File: config.mk
export PLATFORM = sky130hd
export DESIGN_NAME = input_debouncer_flat
export DESIGN_NICKNAME = d
export VERILOG_FILES = /design/src/rtl/input_debouncer_if.sv /design/src/rtl/input_debouncer.sv /design/src/flat_wrapper.sv
export SDC_FILE = /design/constraint.sdc
export NUM_CORES = 1
export LEC_CHECK = 0
export BUFFER_PORTS_ARGS = -buffer_cell sky130_fd_sc_hd__buf_2
export CAP_MARGIN = 20
export CELL_PAD_IN_SITES_DETAIL_PLACEMENT = 0
export CELL_PAD_IN_SITES_GLOBAL_PLACEMENT = 2
export CORE_UTILIZATION = 34
export CTS_CLUSTER_SIZE = 12
export DETAILED_ROUTE_END_ITERATION = 10
export PLACE_DENSITY = 0.77
export REMOVE_ABC_BUFFERS = 1
export SLEW_MARGIN = 20
export SYNTH_ARGS = -nofsm -noshare
export SYNTH_HDL_FRONTEND = slang
export SYNTH_SLANG_ARGS = --single-unit
File: constraint.sdc
create_clock -name clk -period 3.5 [get_ports clk]
set_input_delay 0.7 -clock clk [delete_from_list [all_inputs] [get_ports clk]]
set_output_delay 0.7 -clock clk [all_outputs]
set_load 0.01 [all_outputs]
File: src/rtl/input_debouncer_if.sv
`default_nettype none
// ============================================================================
// Module      : input_debouncer_if
// Description : Raw input, control and debounced outputs of input_debouncer.
// Revision    : 1.0 - initial release
// ============================================================================
interface input_debouncer_if #(
    parameter int GLITCH_W = 8
);
    logic                noisy_in;
    logic                enable;
    logic                glitch_clr;
    logic                clean_out;
    logic                changed;
    logic [GLITCH_W-1:0] glitch_cnt;

    modport master (
        output noisy_in, enable, glitch_clr,
        input  clean_out, changed, glitch_cnt
    );

    modport slave (
        input  noisy_in, enable, glitch_clr,
        output clean_out, changed, glitch_cnt
    );
endinterface
`default_nettype wire

File: src/rtl/input_debouncer.sv
`default_nettype none
// ============================================================================
// Module      : input_debouncer
// Description : Synchronizes and debounces a raw input; counts rejected glitches.
// Revision    : 1.0 - initial release
// ============================================================================
module input_debouncer #(
    parameter int STABLE_CYCLES = 16,
    parameter int GLITCH_W      = 8
) (
    input  wire              clk,
    input  wire              rst,
    input_debouncer_if.slave bus
);
    localparam int                   c_CNT_W      = $clog2(STABLE_CYCLES);
    localparam logic [c_CNT_W-1:0]   c_CNT_LAST   = c_CNT_W'(STABLE_CYCLES - 1);
    localparam logic [GLITCH_W-1:0]  c_GLITCH_MAX = {GLITCH_W{1'b1}};

    typedef enum logic [1:0] {
        STABLE_LOW   = 2'd0,
        CONFIRM_HIGH = 2'd1,
        STABLE_HIGH  = 2'd2,
        CONFIRM_LOW  = 2'd3
    } state_t;

    logic                r_sync1;
    logic                r_sync2;
    state_t              r_state;
    logic [c_CNT_W-1:0]  r_cnt;
    logic                r_clean_out;
    logic                r_changed;
    logic [GLITCH_W-1:0] r_glitch_cnt;

    state_t              w_state_nxt;
    logic [c_CNT_W-1:0]  w_cnt_nxt;
    logic                w_clean_nxt;
    logic                w_changed_nxt;
    logic                w_glitch_inc;

    // Two-flop synchronizer: noisy_in is unrelated to clk.
    always_ff @(posedge clk) begin
        if (rst) begin
            r_sync1 <= 1'b0;
            r_sync2 <= 1'b0;
        end else begin
            r_sync1 <= bus.noisy_in;
            r_sync2 <= r_sync1;
        end
    end

    always_ff @(posedge clk) begin
        if (rst) begin
            r_state     <= STABLE_LOW;
            r_cnt       <= '0;
            r_clean_out <= 1'b0;
            r_changed   <= 1'b0;
        end else begin
            r_state     <= w_state_nxt;
            r_cnt       <= w_cnt_nxt;
            r_clean_out <= w_clean_nxt;
            r_changed   <= w_changed_nxt;
        end
    end

    always_comb begin
        w_state_nxt   = r_state;
        w_cnt_nxt     = r_cnt;
        w_clean_nxt   = r_clean_out;
        w_changed_nxt = 1'b0;
        w_glitch_inc  = 1'b0;
        case (r_state)
            STABLE_LOW: begin
                if (bus.enable && r_sync2) begin
                    w_state_nxt = CONFIRM_HIGH;
                    w_cnt_nxt   = '0;
                end
            end
            CONFIRM_HIGH: begin
                if (!bus.enable) begin
                    w_state_nxt = STABLE_LOW;
                end else if (r_sync2) begin
                    if (r_cnt == c_CNT_LAST) begin
                        w_state_nxt   = STABLE_HIGH;
                        w_clean_nxt   = 1'b1;
                        w_changed_nxt = 1'b1;
                    end else begin
                        w_cnt_nxt = r_cnt + c_CNT_W'(1);
                    end
                end else begin
                    w_state_nxt  = STABLE_LOW;
                    w_glitch_inc = 1'b1;
                end
            end
            STABLE_HIGH: begin
                if (bus.enable && !r_sync2) begin
                    w_state_nxt = CONFIRM_LOW;
                    w_cnt_nxt   = '0;
                end
            end
            CONFIRM_LOW: begin
                if (!bus.enable) begin
                    w_state_nxt = STABLE_HIGH;
                end else if (!r_sync2) begin
                    if (r_cnt == c_CNT_LAST) begin
                        w_state_nxt   = STABLE_LOW;
                        w_clean_nxt   = 1'b0;
                        w_changed_nxt = 1'b1;
                    end else begin
                        w_cnt_nxt = r_cnt + c_CNT_W'(1);
                    end
                end else begin
                    w_state_nxt  = STABLE_HIGH;
                    w_glitch_inc = 1'b1;
                end
            end
            default: begin
                w_state_nxt = STABLE_LOW;
            end
        endcase
    end

    // Clear wins over a coincident increment; the count saturates rather than wraps.
    always_ff @(posedge clk) begin
        if (rst || bus.glitch_clr) begin
            r_glitch_cnt <= '0;
        end else if (w_glitch_inc && (r_glitch_cnt != c_GLITCH_MAX)) begin
            r_glitch_cnt <= r_glitch_cnt + GLITCH_W'(1);
        end
    end

    assign bus.clean_out  = r_clean_out;
    assign bus.changed    = r_changed;
    assign bus.glitch_cnt = r_glitch_cnt;
endmodule
`default_nettype wire

File: src/flat_wrapper.sv
// flat-port wrapper written by rule: the top's interface ports become plain ports
module input_debouncer_flat 
#(
    parameter int STABLE_CYCLES = 16,
    parameter int GLITCH_W      = 8
)
  (clk, rst, bus_noisy_in, bus_enable, bus_glitch_clr, bus_clean_out, bus_changed, bus_glitch_cnt);
  input_debouncer_if #(.GLITCH_W(GLITCH_W)) bus_i ();
  input  wire clk;
  input  wire rst;
  input wire logic [$bits(bus_i.noisy_in)-1:0] bus_noisy_in;
  input wire logic [$bits(bus_i.enable)-1:0] bus_enable;
  input wire logic [$bits(bus_i.glitch_clr)-1:0] bus_glitch_clr;
  output wire logic [$bits(bus_i.clean_out)-1:0] bus_clean_out;
  output wire logic [$bits(bus_i.changed)-1:0] bus_changed;
  output wire logic [$bits(bus_i.glitch_cnt)-1:0] bus_glitch_cnt;
  assign bus_i.noisy_in = bus_noisy_in;
  assign bus_i.enable = bus_enable;
  assign bus_i.glitch_clr = bus_glitch_clr;
  assign bus_clean_out = bus_i.clean_out;
  assign bus_changed = bus_i.changed;
  assign bus_glitch_cnt = bus_i.glitch_cnt;
  input_debouncer #(.STABLE_CYCLES(STABLE_CYCLES), .GLITCH_W(GLITCH_W)) u_core (.clk(clk), .rst(rst), .bus(bus_i));
endmodule
# After elaboration in Yosys (flattened, before gate mapping)
# Cells that the tools add are included.
[word_totals]
reg_bits = 18
output_inout_bits = 10
[op_classes]
eq_ne = 15
addsub = 2
muxes = 35
n_reduce_logical = 10
[ops]
columns = ["cell", "count"]
rows = [
  ["$mux W4", 7],
  ["$mux W2", 8],
  ["$pmux W4 S4", 1],
  ["$mux W1", 15],
  ["$ne A2 B1 Y1 const B", 5],
  ["$add A8 B1 Y8 const B", 1],
  ["$ne A8 B8 Y1 const B", 1],
  ["$pmux W2 S4", 1],
  ["$reduce_and A7 Y1", 1],
  ["$ne A2 B2 Y1 const B", 3],
  ["$pmux W1 S2", 3],
  ["$reduce_and A6 Y1", 1],
  ["$add A4 B1 Y4 const B", 1],
  ["$eq A2 B2 Y1 const B", 2],
  ["$eq A4 B4 Y1 const B", 1],
  ["$ne A4 B2 Y1 const B", 1],
  ["$ne A4 B4 Y1 const B", 1],
  ["$reduce_and A4 Y1", 1],
  ["$logic_and A1 B1 Y1", 3],
  ["$eq A2 B1 Y1 const B", 1],
  ["$logic_not A2 Y1", 1],
  ["$reduce_bool A2 Y1", 1],
  ["$logic_not A1 Y1", 1],
  ["$logic_or A1 B1 Y1", 1],
]

# Logic depth before layout (Yosys ltp)
# Gate-level depths: netlist of the first run.
[logic_depth]
word_depth = 5
ltp_mapped = 6
depth_no_buf = 5

# Least setup slack after synthesis of the first run
# Ideal clock, no wire load.
[synth_path]
path_kind = "input to register"
start = "input port bus_enable"
end = "register u_core.r_clean_out (netlist: u_core.bus.clean_out)"
setup_slack_ps = 1941
path_stages = 4
arrival_time_ps = 1423
n_path_buf = 0
cell_sequence = "nand2_1 > or3_1 > o31ai_1 > a221oi_1"
[synth_via]
elab_chain_cells = 2
[synth_lines]
columns = ["item", "line_no", "source"]
rows = [
  ["from (decl)", "flat_wrapper.sv:12", "input wire logic [$bits(bus_i.enable)-1:0] bus_enable;"],
  ["$ne A2 B2 Y1 (no source line)", "--", ""],
  ["$reduce_and A7 Y1 (no source line) *", "--", ""],
  ["to (signal assigned)", "input_debouncer.sv:60", "r_clean_out <= w_clean_nxt;"],
  ["to (decl)", "input_debouncer.sv:30", "logic r_clean_out;"],
]
# Mark *: on every way between the ends. The rest lies on a longest branch, timed or not.
# A chain may end at the register's enable or synchronous reset.

# Worst setup path in the final report of the first run
[layout_path]
start = "register u_core.r_glitch_cnt[0] (netlist: u_core.bus.glitch_cnt[0])"
end = "register u_core.r_glitch_cnt[7] (netlist: u_core.bus.glitch_cnt[7])"
[layout_via]
elab_chain_cells = 2
[layout_lines]
columns = ["item", "line_no", "source"]
rows = [
  ["from (decl)", "input_debouncer.sv:32", "logic [GLITCH_W-1:0] r_glitch_cnt;"],
  ["from (signal assigned)", "input_debouncer.sv:127", "r_glitch_cnt <= r_glitch_cnt + GLITCH_W'(1);"],
  ["branches (longest 2 deep; another with $add A8 B1 Y8)", "--", ""],
]
# Several ways; the timed one is not identified.

==> flow_metrics.tcl, run 1 <==
set metrics [dict create \
    status "completed" \
    grtUsageTotal 0.135 \
    nNetsFinal 112 \
    crit_path_end_kind "flip-flop" \
    synth_area_leaders "dfxtp_1 (44%), xor2_1 (4.2%), a21oi_1 (3.6%)" \
    grt_max_degree 15 \
    r2r_end "u_core.bus.glitch_cnt[7]$_SDFFE_PP0P_" \
    cts_root_buf "clkbuf_4" \
    cts.sinks 18 \
    final_hold_viol_count 0 \
    post-place-ws_ns 1.58 \
    ff2ff_path_depth 5 \
    antenna_cells 0 \
    overflow 0 \
    cts_buffers 3 \
    core_area_um2 2250 \
    ys_ff_latch 18 \
    slowest_delay_ns 0.50 \
    min_period_over_period 0.504 \
    yosysTopAreaCell "dfxtp_1" \
    synth_top_cell_area_share 0.436 \
    min_period_ns 1.76 \
    routed_wl_um 1550 \
    grt_pass1_wl_um 2650 \
    antenna_left 0 \
    antenna_found_initial 0 \
    worstPathRequired_ns 3.72 \
    cp-start-kind "flip-flop" \
    cp-startpoint "u_core.bus.glitch_cnt[0]$_SDFFE_PP0P_" \
    firstDrtPassIters 2 \
    power.total_w 0.000322 \
    clock_path_buffers 2 \
    critical_path_class "reg2reg" \
    synth_edf_count 0 \
    area_growth_pct 11.8 \
    vdd_drop_max_mv 0.133 \
    maxCapViolCount 0 \
    seq_area_frac_synth 0.436 \
    combPwrFrac 0.041 \
    cts_tree "built" \
    clk_latency_ns 0.28 \
    start_util 0.366 \
    wl_per_cell_um 11.8 \
    synth-main-ff-cell "dfxtp_1" \
    drt_iter0_drc 12 \
    worst_slack_ns 1.74 \
    max_clock_freq_mhz 567 \
    syn_area_um2 826 \
    die-area_um2 2630 \
    drc 0 \
    min-delay-path-class "reg2reg" \
    power_density_nw_per_um2 349 \
    internal_power_w 0.000252 \
    synth-async-reset-ratio 0 \
    sw_frac_of_total 0.218 \
    p_seq_frac 0.647 \
    fp-row-count 17 \
    htreeDepth 1 \
    switching_power_w 0.0000702 \
    p_leak_nw 0.360 \
    ys_types 29 \
    p_clk_frac 0.312 \
    cp.arrival_ns 1.98 \
    num_io_pins 15 \
    vias 679 \
    hold_ws_ns 0.446 \
    slew_viol_final 0 \
    cts_resized 0 \
    grt_pass1_vias 598 \
    rsz0062_at_grt "false" \
    skew_ns 0.00602 \
    fin_area_um2 923 \
    cp-endpoint "u_core.bus.glitch_cnt[7]$_SDFFE_PP0P_" \
    crit_slowest_cell "or4_1" \
    die_w_um 51.3 \
    yosys_warnings 0 \
    dpl-instance-area_um2 901 \
    setup_viol 0 \
    hold-path-cell-count 1 \
    syn_area_per_cell_um2 9.18 \
    cts_hold_buf 0 \
    r2r_start "u_core.bus.glitch_cnt[0]$_SDFFE_PP0P_" \
    syn_inst 90 \
    avgViaCountPerCell 5.18 \
    worstPathCellList "ha_1 > nand3_1 > o2111ai_2 > or4_1 > a21oi_1" \
    drive_above_1_share 0.204 \
    cts.clk_slew.worst_paths_ns 0.10 \
    numPortBuffers 14 \
    place.gp.congestion 0.679 \
    slew_headroom 0.618 \
    cts_setup_buffers 0 \
    path_max_fanout 14 \
    tightestPinTransition_ns 0.574 \
    die_height_um 51.3 \
    dpl.hpwl_um 1140 \
    final.setup.tns_ns 0 \
    regToRegSetupSlack_ns 1.74 \
]
## worst max-delay path, delay by kind of cell (launching register included)
kind	cells	cell delay [ns]
DFF	1	0.36
AOI/OAI and AO/OA	2	0.46
and+or+nand+nor	2	0.63
adders and majority gates	1	0.25
## layout by cell type, fill, tap and decap left out, types with 2 or more instances in the layout
| cell type | n |
|---|---|
| or3_1 | 4 |
| nor2b_1 | 2 |
| nor2_1 | 7 |
| buf_2 | 14 |
| o21ai_0 | 4 |
| ha_1 | 2 |
| nand4_1 | 3 |
| o31ai_1 | 4 |
| a21oi_1 | 6 |
| xor2_1 | 4 |
| inv_1 | 4 |
| dfxtp_1 | 18 |
| clkbuf_4 | 3 |
| mux2i_1 | 3 |
| or4_1 | 3 |
| nand2_1 | 6 |
| nand3_1 | 5 |
## sequential cells by signal, summed over array words and instances (netlist names)
name and cells:
u_core.bus.glitch_cnt 8, u_core.bus.changed 1, u_core.r_state 2, u_core.r_sync2 1
u_core.r_sync1 1, u_core.bus.clean_out 1, u_core.r_cnt 4
## power by group through the flow
stage               combinational [W]  sequential [W]  clock (W)
global placement            0.0000131        0.000213          0
finish                      0.0000133        0.000208   0.000100
floorplan                  0.00000724        0.000213          0
global route                0.0000149        0.000209   0.000116
CTS                         0.0000136        0.000209   0.000105
detailed placement          0.0000135        0.000213          0
## area by class of cell
| type | count | area (um^2) |
|---|---|---|
| Fill cell | 240 | 1330 |
| Multi-Input combinational cell | 64 | 420 |
| Sequential cell | 18 | 360 |
| Timing Repair Buffer | 14 | 70.1 |
| Tap cell | 28 | 35.0 |
| Clock buffer | 3 | 22.5 |
| Inverter | 4 | 15.0 |
## cells by family (layout without fill, tap and decap cells)
family                     Yosys count  after routing  synth area share
AOI/OAI and AO/OA                   20             20             0.164
muxes                                3              3            0.0364
buffers and inverters                8             21            0.0545
adders and majority gates            2              2            0.0303
and+or+nand+nor                     33             33             0.206
xor gates and xnor gates             6              6            0.0727
DFF                                 18             18             0.436
## cells in the mapped netlist (all sizes together), types with 2 or more instances
library cell	instances
ha	2
a21oi	6
o21ai	4
o31ai	4
mux2i	3
buf	3
xnor2	2
or3	4
nor2	7
inv	4
dfxtp	18
or4	3
nand2	6
nor2b	2
nand3	5
xor2	4
nand4	3
## per-layer routing
layer	vias to the layer above	share of wire	global-route usage
met5	-	0	0
met4	0	0.0052	0.0541
met3	2	0.032	0.0357
met2	8	0.48	0.213
met1	318	0.48	0.175
li1	351	-	-
## through the flow
stage / utilization / std cells
after CTS: 0.410 / 131
after detailed placement: 0.400 / 128
final: 0.410 / 131
after floorplan: - / 86
after global routing: 0.410 / 131
after global placement: 0.400 / 128
## worst min-delay path by stage
stage,from,to
2_1_floorplan,u_core.r_sync1$_SDFF_PP0_,u_core.r_sync2$_SDFF_PP0_
3_3_place_gp,u_core.r_sync1$_SDFF_PP0_,u_core.r_sync2$_SDFF_PP0_
3_5_place_dp,u_core.r_sync1$_SDFF_PP0_,u_core.r_sync2$_SDFF_PP0_
4_1_cts,u_core.r_sync1$_SDFF_PP0_,u_core.r_sync2$_SDFF_PP0_
5_1_grt,u_core.r_sync1$_SDFF_PP0_,u_core.r_sync2$_SDFF_PP0_
6_report,u_core.r_sync1$_SDFF_PP0_,u_core.r_sync2$_SDFF_PP0_
Power figures use the tool's default switching activity.
==> inputs of run 2 (changes only) <==
Settings changed: CORE_UTILIZATION 34 to 29, PLACE_DENSITY 0.77 to 0.69.
Clock period 3.5 ns to 1.49 ns, I/O delays scaled along.
==> run 2 against run 1 <==
Count of clock-buffer cells in the layout is 1 higher. Critical path type unchanged. Cell area is 25% higher. Critical endpoint is now u_core.bus.glitch_cnt[5]$_SDFFE_PP0P_. Global-route usage shrank 0.19 points. Register-to-register slack worse by 1.7 ns. Highest routed layer unchanged. First-iteration DRC count fell by 25%. Fmax grew 19%. Combinational power rose to 3.5 times the previous value. Power rose to 2.6 times the previous value.
==> flow_metrics.tcl, run 2 (synthesis results as in run 1) <==
set metrics [dict create \
    status "completed" \
    core_area_um2 2590 \
    p_seq_frac 0.588 \
    crit_path_end_kind "flip-flop" \
    worst_slack_ns 0.00673 \
    min_period_ns 1.48 \
    die_w_um 55.4 \
    cts_buffers 3 \
    drc 0 \
    slew_headroom 0.813 \
    area_growth_pct 40.3 \
    worstPathCellList "xnor2_2 > buf_4 > o2111ai_4 > buf_4 > o31ai_1 > a21oi_1" \
    die_height_um 55.4 \
    firstDrtPassIters 4 \
    multi_input_comb_area_um2 482 \
    overflow 0 \
    fp-row-count 18 \
    power_density_nw_per_um2 716 \
    combPwrFrac 0.056 \
    internal_power_w 0.000654 \
    start_util 0.319 \
    hold_ws_ns 0.213 \
    drive_above_1_share 0.408 \
    rsz0062_at_grt "true" \
    post-place-ws_ns -0.0447 \
    wl_per_cell_um 12.1 \
    grt_pass1_vias 751 \
    fillers 268 \
    cp.arrival_ns 1.66 \
    crit_slowest_cell "dfxtp_2" \
    nNetsFinal 133 \
    drt_iter0_drc 9 \
    hold-path-cell-count 2 \
    worstPathRequired_ns 1.67 \
    vias 765 \
    cp-start-kind "flip-flop" \
    path_buf_inv 2 \
    avgViaCountPerCell 4.94 \
    critical_path_class "reg2reg" \
    vdd_drop_max_mv 0.606 \
    layout_common_cells "buf_4 (19), dfxtp_1 (15), buf_2 (14)" \
    setup_viol 0 \
    slowest_delay_ns 0.35 \
    die-area_um2 3060 \
    max_clock_freq_mhz 674 \
    crit_cells 6 \
    largest_register_ff_count 8 \
    cp_common_cell "buf_4" \
    antenna_left 0 \
    min-delay-path-class "in2reg" \
    grt_pass1_wl_um 3240 \
    path_max_fanout 5 \
    clock_path_buffers 2 \
    grtUsageTotal 0.134 \
    htreeDepth 1 \
    place.gp.congestion 0.724 \
    clk_latency_ns 0.29 \
    maxCapViolCount 0 \
    mostFrequentLayoutCell "buf_4" \
    cts_tree "built" \
    cts_root_buf "clkbuf_4" \
    antenna_found_initial 0 \
    slew_viol_final 0 \
    cts.clk_slew.worst_paths_ns 0.10 \
    p_clk_frac 0.356 \
    p_leak_nw 0.476 \
    num_io_pins 15 \
    dpl.hpwl_um 1320 \
    seq_area_um2 364 \
    tightestPinTransition_ns 0.280 \
    ff2ff_path_depth 6 \
    antenna_cells 0 \
    routed_wl_um 1880 \
    min_period_over_period 0.995 \
    sw_frac_of_total 0.211 \
    cts.sinks 18 \
    numPortBuffers 14 \
    switching_power_w 0.000175 \
    final_hold_viol_count 0 \
    skew_ns 0.00147 \
    grt_max_degree 11 \
    crit_family "compound AO/OA/AOI/OAI gates" \
]
==> run 2: cell count changes in the layout (fill, tap and decap cells not counted), sizes merged <==
cell	delta
o2111ai	+1
buf	+20
clkbuf	+1
==> run 2: power groups by stage <==
| stage | clock [W] | combinational, W | sequential [W] |
|---|---|---|---|
| global placement | 0 | 0.0000384 | 0.000499 |
| global route | 0.000332 | 0.0000517 | 0.000489 |
| CTS | 0.000316 | 0.0000434 | 0.000488 |
| finish | 0.000295 | 0.0000463 | 0.000488 |
| floorplan | 0 | 0.0000170 | 0.000500 |
| detailed placement | 0 | 0.0000386 | 0.000499 |
==> run 2: final timing paths <==
path / start / end / slack [ns]
setup reg to reg: u_core.r_state[1]$_SDFFE_PP0P_ / u_core.bus.glitch_cnt[5]$_SDFFE_PP0P_ / 0.007
setup / recovery: u_core.r_state[1]$_SDFFE_PP0P_ / u_core.bus.glitch_cnt[5]$_SDFFE_PP0P_ / 0.007
hold / removal: bus_noisy_in / u_core.r_sync1$_SDFF_PP0_ / 0.21
hold reg to reg: u_core.r_sync1$_SDFF_PP0_ / u_core.r_sync2$_SDFF_PP0_ / 0.44
==> run 2: layout make-up <==
type / count / share of cell area
Inverter: 4 / 0.0130
Sequential cell: 18 / 0.314
Multi-Input combinational cell: 65 / 0.416
Timing Repair Buffer: 34 / 0.193
Clock buffer: 4 / 0.0313
Tap cell: 30 / 0.0324
==> run 2: metal layers <==
metal  track usage  routed length [um]  vias up
met1         0.156                 875      353
met5             0                   0        -
met4        0.0321                  15        0
met3        0.0445                  65        2
li1              -                   -      400
met2         0.234                 920       10
==> run 2: per-stage QoR <==
step / total power, W / setup TNS (ns) / utilization / area, um^2 / cells
after floorplan: 0.000517 / -0.308 / - / 796 / 86
after global placement: 0.000537 / -0.0415 / 0.395 / 1020 / 146
after detailed placement: 0.000537 / -0.211 / 0.395 / 1020 / 146
after CTS: 0.000847 / 0 / 0.433 / 1120 / 153
after global routing: 0.000873 / -0.296 / 0.447 / 1160 / 155
final: 0.000830 / 0 / 0.447 / 1160 / 155
==> run 2: what timing repair did <==
item / CTS / global route
pin swaps: 3 / 5
endpoints found under the setup margin: 7 / 9
resized for setup: 4 / 7
cloned: 1 / 0
hold buffers: 0 / 0
setup buffers: 2 / 2
==> inputs of run 3 (changes only) <==
Settings changed: BUFFER_PORTS_ARGS -buffer_cell sky130_fd_sc_hd__buf_2 to unset, CORE_UTILIZATION 29 to 32, DONT_BUFFER_PORTS set to 1, PLACE_DENSITY 0.69 to 0.67.
==> run 3 against run 2 <==
Register-to-register slack improved by 0.03 ns. Fmax is 2.3% higher. Critical path depth fell by 1. Core utilization rose by 0.83 points. Die area fell by 9.0%. Sequential share of layout area up 1.3 points. Routed wire length fell by 2.3%. Sequential power is essentially flat. Cell area shrank 3.5%. Critical path type unchanged. Count of clock-buffer cells in the layout unchanged.
==> flow_metrics.tcl, run 3 (synthesis results as in run 1) <==
set metrics [dict create \
    grtUsageTotal 0.143 \
    critical_path_class "reg2reg" \
    clk_latency_ns 0.29 \
    hold-path-cell-count 1 \
    cts.clk_slew.worst_paths_ns 0.11 \
    finish.utilization 0.456 \
    crit_slowest_cell "or4_4" \
    drt_iter0_drc 11 \
    vdd_drop_max_mv 0.330 \
    routed_wl_um 1830 \
    power_density_nw_per_um2 739 \
    drive_above_1_share 0.378 \
    grt_pass1_wl_um 2810 \
    r2r_start "u_core.bus.glitch_cnt[6]$_SDFFE_PP0P_" \
    slew_headroom 0.822 \
    overflow 0 \
    fin_area_um2 1120 \
    dpl.hpwl_um 1260 \
    die-area_um2 2790 \
    crit_path_end_kind "flip-flop" \
    mostFrequentLayoutCell "buf_4" \
    die_w_um 52.8 \
    rsz0062_at_grt "true" \
    dpl-instance-area_um2 961 \
    tightestPinTransition_ns 0.264 \
    wl_met3_um 75 \
    status "completed" \
    cts_buffers 3 \
    combPwrFrac 0.040 \
    vias 726 \
    slew_viol_final 0 \
    r2r_end "u_core.bus.glitch_cnt[7]$_SDFFE_PP0P_" \
    cts_hold_buf 0 \
    fillers 254 \
    p_seq_frac 0.592 \
    power.total_w 0.000827 \
    firstDrtPassIters 4 \
    worstHoldStart "rst" \
    max_clock_freq_mhz 690 \
    antenna_left 0 \
    cp.arrival_ns 1.68 \
    setup_viol 0 \
    start_util 0.336 \
    cp-startpoint "u_core.bus.glitch_cnt[6]$_SDFFE_PP0P_" \
    post-place-ws_ns -0.0622 \
    dr_wl_met2_um 845 \
    worstPathCellList "nand4_1 > buf_4 > o2111ai_4 > or4_4 > a21oi_2" \
    num_io_pins 15 \
    p_leak_nw 0.405 \
    worstPathRequired_ns 1.72 \
    p_clk_frac 0.369 \
    nNetsFinal 119 \
    slowest_delay_ns 0.45 \
    die_height_um 52.8 \
    antenna_found_initial 0 \
    multi_input_comb_area_um2 509 \
    cts_tree "built" \
    path_max_fanout 6 \
    maxCapViolCount 0 \
    place.gp.congestion 0.653 \
    numPortBuffers 0 \
    worst_slack_ns 0.0401 \
    final_hold_viol_count 0 \
    hold_path_end "u_core.r_sync2$_SDFF_PP0_" \
    sw_frac_of_total 0.213 \
    internal_power_w 0.000650 \
    skew_ns 0.00373 \
    grt_pass1_vias 613 \
    switching_power_w 0.000176 \
    regToRegSetupSlack_ns 0.04 \
    antenna_cells 0 \
    min-delay-path-class "in2reg" \
    cts.sinks 18 \
    cts_root_buf "clkbuf_4" \
    top_layer "met4" \
    min_period_ns 1.45 \
    drc 0 \
    area_growth_pct 35.5 \
    met1_length_um 898 \
    layout_common_cells "buf_4 (19), dfxtp_1 (13), nor2_1 (7)" \
    ff2ff_path_depth 5 \
    core_area_um2 2450 \
    grt_max_degree 11 \
    largest_register_ff_count 8 \
    clock_path_buffers 2 \
    wl_per_cell_um 13.0 \
    min_period_over_period 0.973 \
    seq_area_um2 367 \
    fp-row-count 18 \
    htreeDepth 1 \
    avgViaCountPerCell 5.15 \
    cp-start-kind "flip-flop" \
]
==> run 3: cell count changes in the layout (fill, tap and decap cells not counted), sizes merged <==
cell  previous run  this run
buf             34        20
==> run 3: per-stage QoR <==
stage	setup TNS, ns	hold slack, ns	std cells
after floorplan	-0.308	0.370	86
after global placement	-0.0918	0.371	133
after detailed placement	-0.227	0.373	133
after CTS	-0.00874	0.0478	141
after global routing	-0.179	0.0195	141
final	0	0.0519	141
==> run 3: worst max path at each step <==
stage	to	slack (ns)
after floorplan	u_core.bus.glitch_cnt[5]$_SDFFE_PP0P_	-0.09
after global placement	u_core.bus.glitch_cnt[7]$_SDFFE_PP0P_	-0.04
after detailed placement	u_core.bus.glitch_cnt[7]$_SDFFE_PP0P_	-0.06
after CTS	u_core.bus.glitch_cnt[7]$_SDFFE_PP0P_	-0.009
after global routing	u_core.bus.glitch_cnt[1]$_SDFFE_PP0P_	-0.05
final	u_core.bus.glitch_cnt[7]$_SDFFE_PP0P_	0.04
==> run 3: power groups by stage <==
stage	combinational [W]	clock [W]	sequential, W
6_report	0.0000329	0.000305	0.000489
5_1_grt	0.0000362	0.000342	0.000490
4_1_cts	0.0000311	0.000320	0.000488
3_5_place_dp	0.0000274	0	0.000499
3_3_place_gp	0.0000276	0	0.000499
2_1_floorplan	0.0000170	0	0.000500
==> run 3: final cells by class <==
type                       instances  share of cell area
clock buffer                       4              0.0324
inverter                           4              0.0134
multi-input combinational         65               0.455
sequential                        18               0.328
tap                               30              0.0336
timing repair buffer              20               0.138
==> run 3: critical path, delay by kind of cell (launching register included) <==
kind	cells	cell delay, ns
AO/OA/AOI/OAI	2	0.31
buffers and inverters	1	0.14
flip-flops	1	0.34
AND/OR/NAND/NOR	2	0.60
==> run 3: layer usage <==
metal / track usage / vias up
li1: - / 375
met1: 0.182 / 338
met2: 0.219 / 11
met3: 0.0406 / 2
met4: 0.0658 / 0
met5: 0 / -
==> run 3: what timing repair did <==
action | CTS | global route
endpoints found under the hold margin | 0 | 0
setup endpoints to repair | 7 | 9
gates resized for setup | 4 | 14
gates cloned | 1 | 0
pin swaps | 5 | 4
buffers inserted | 3 | 0
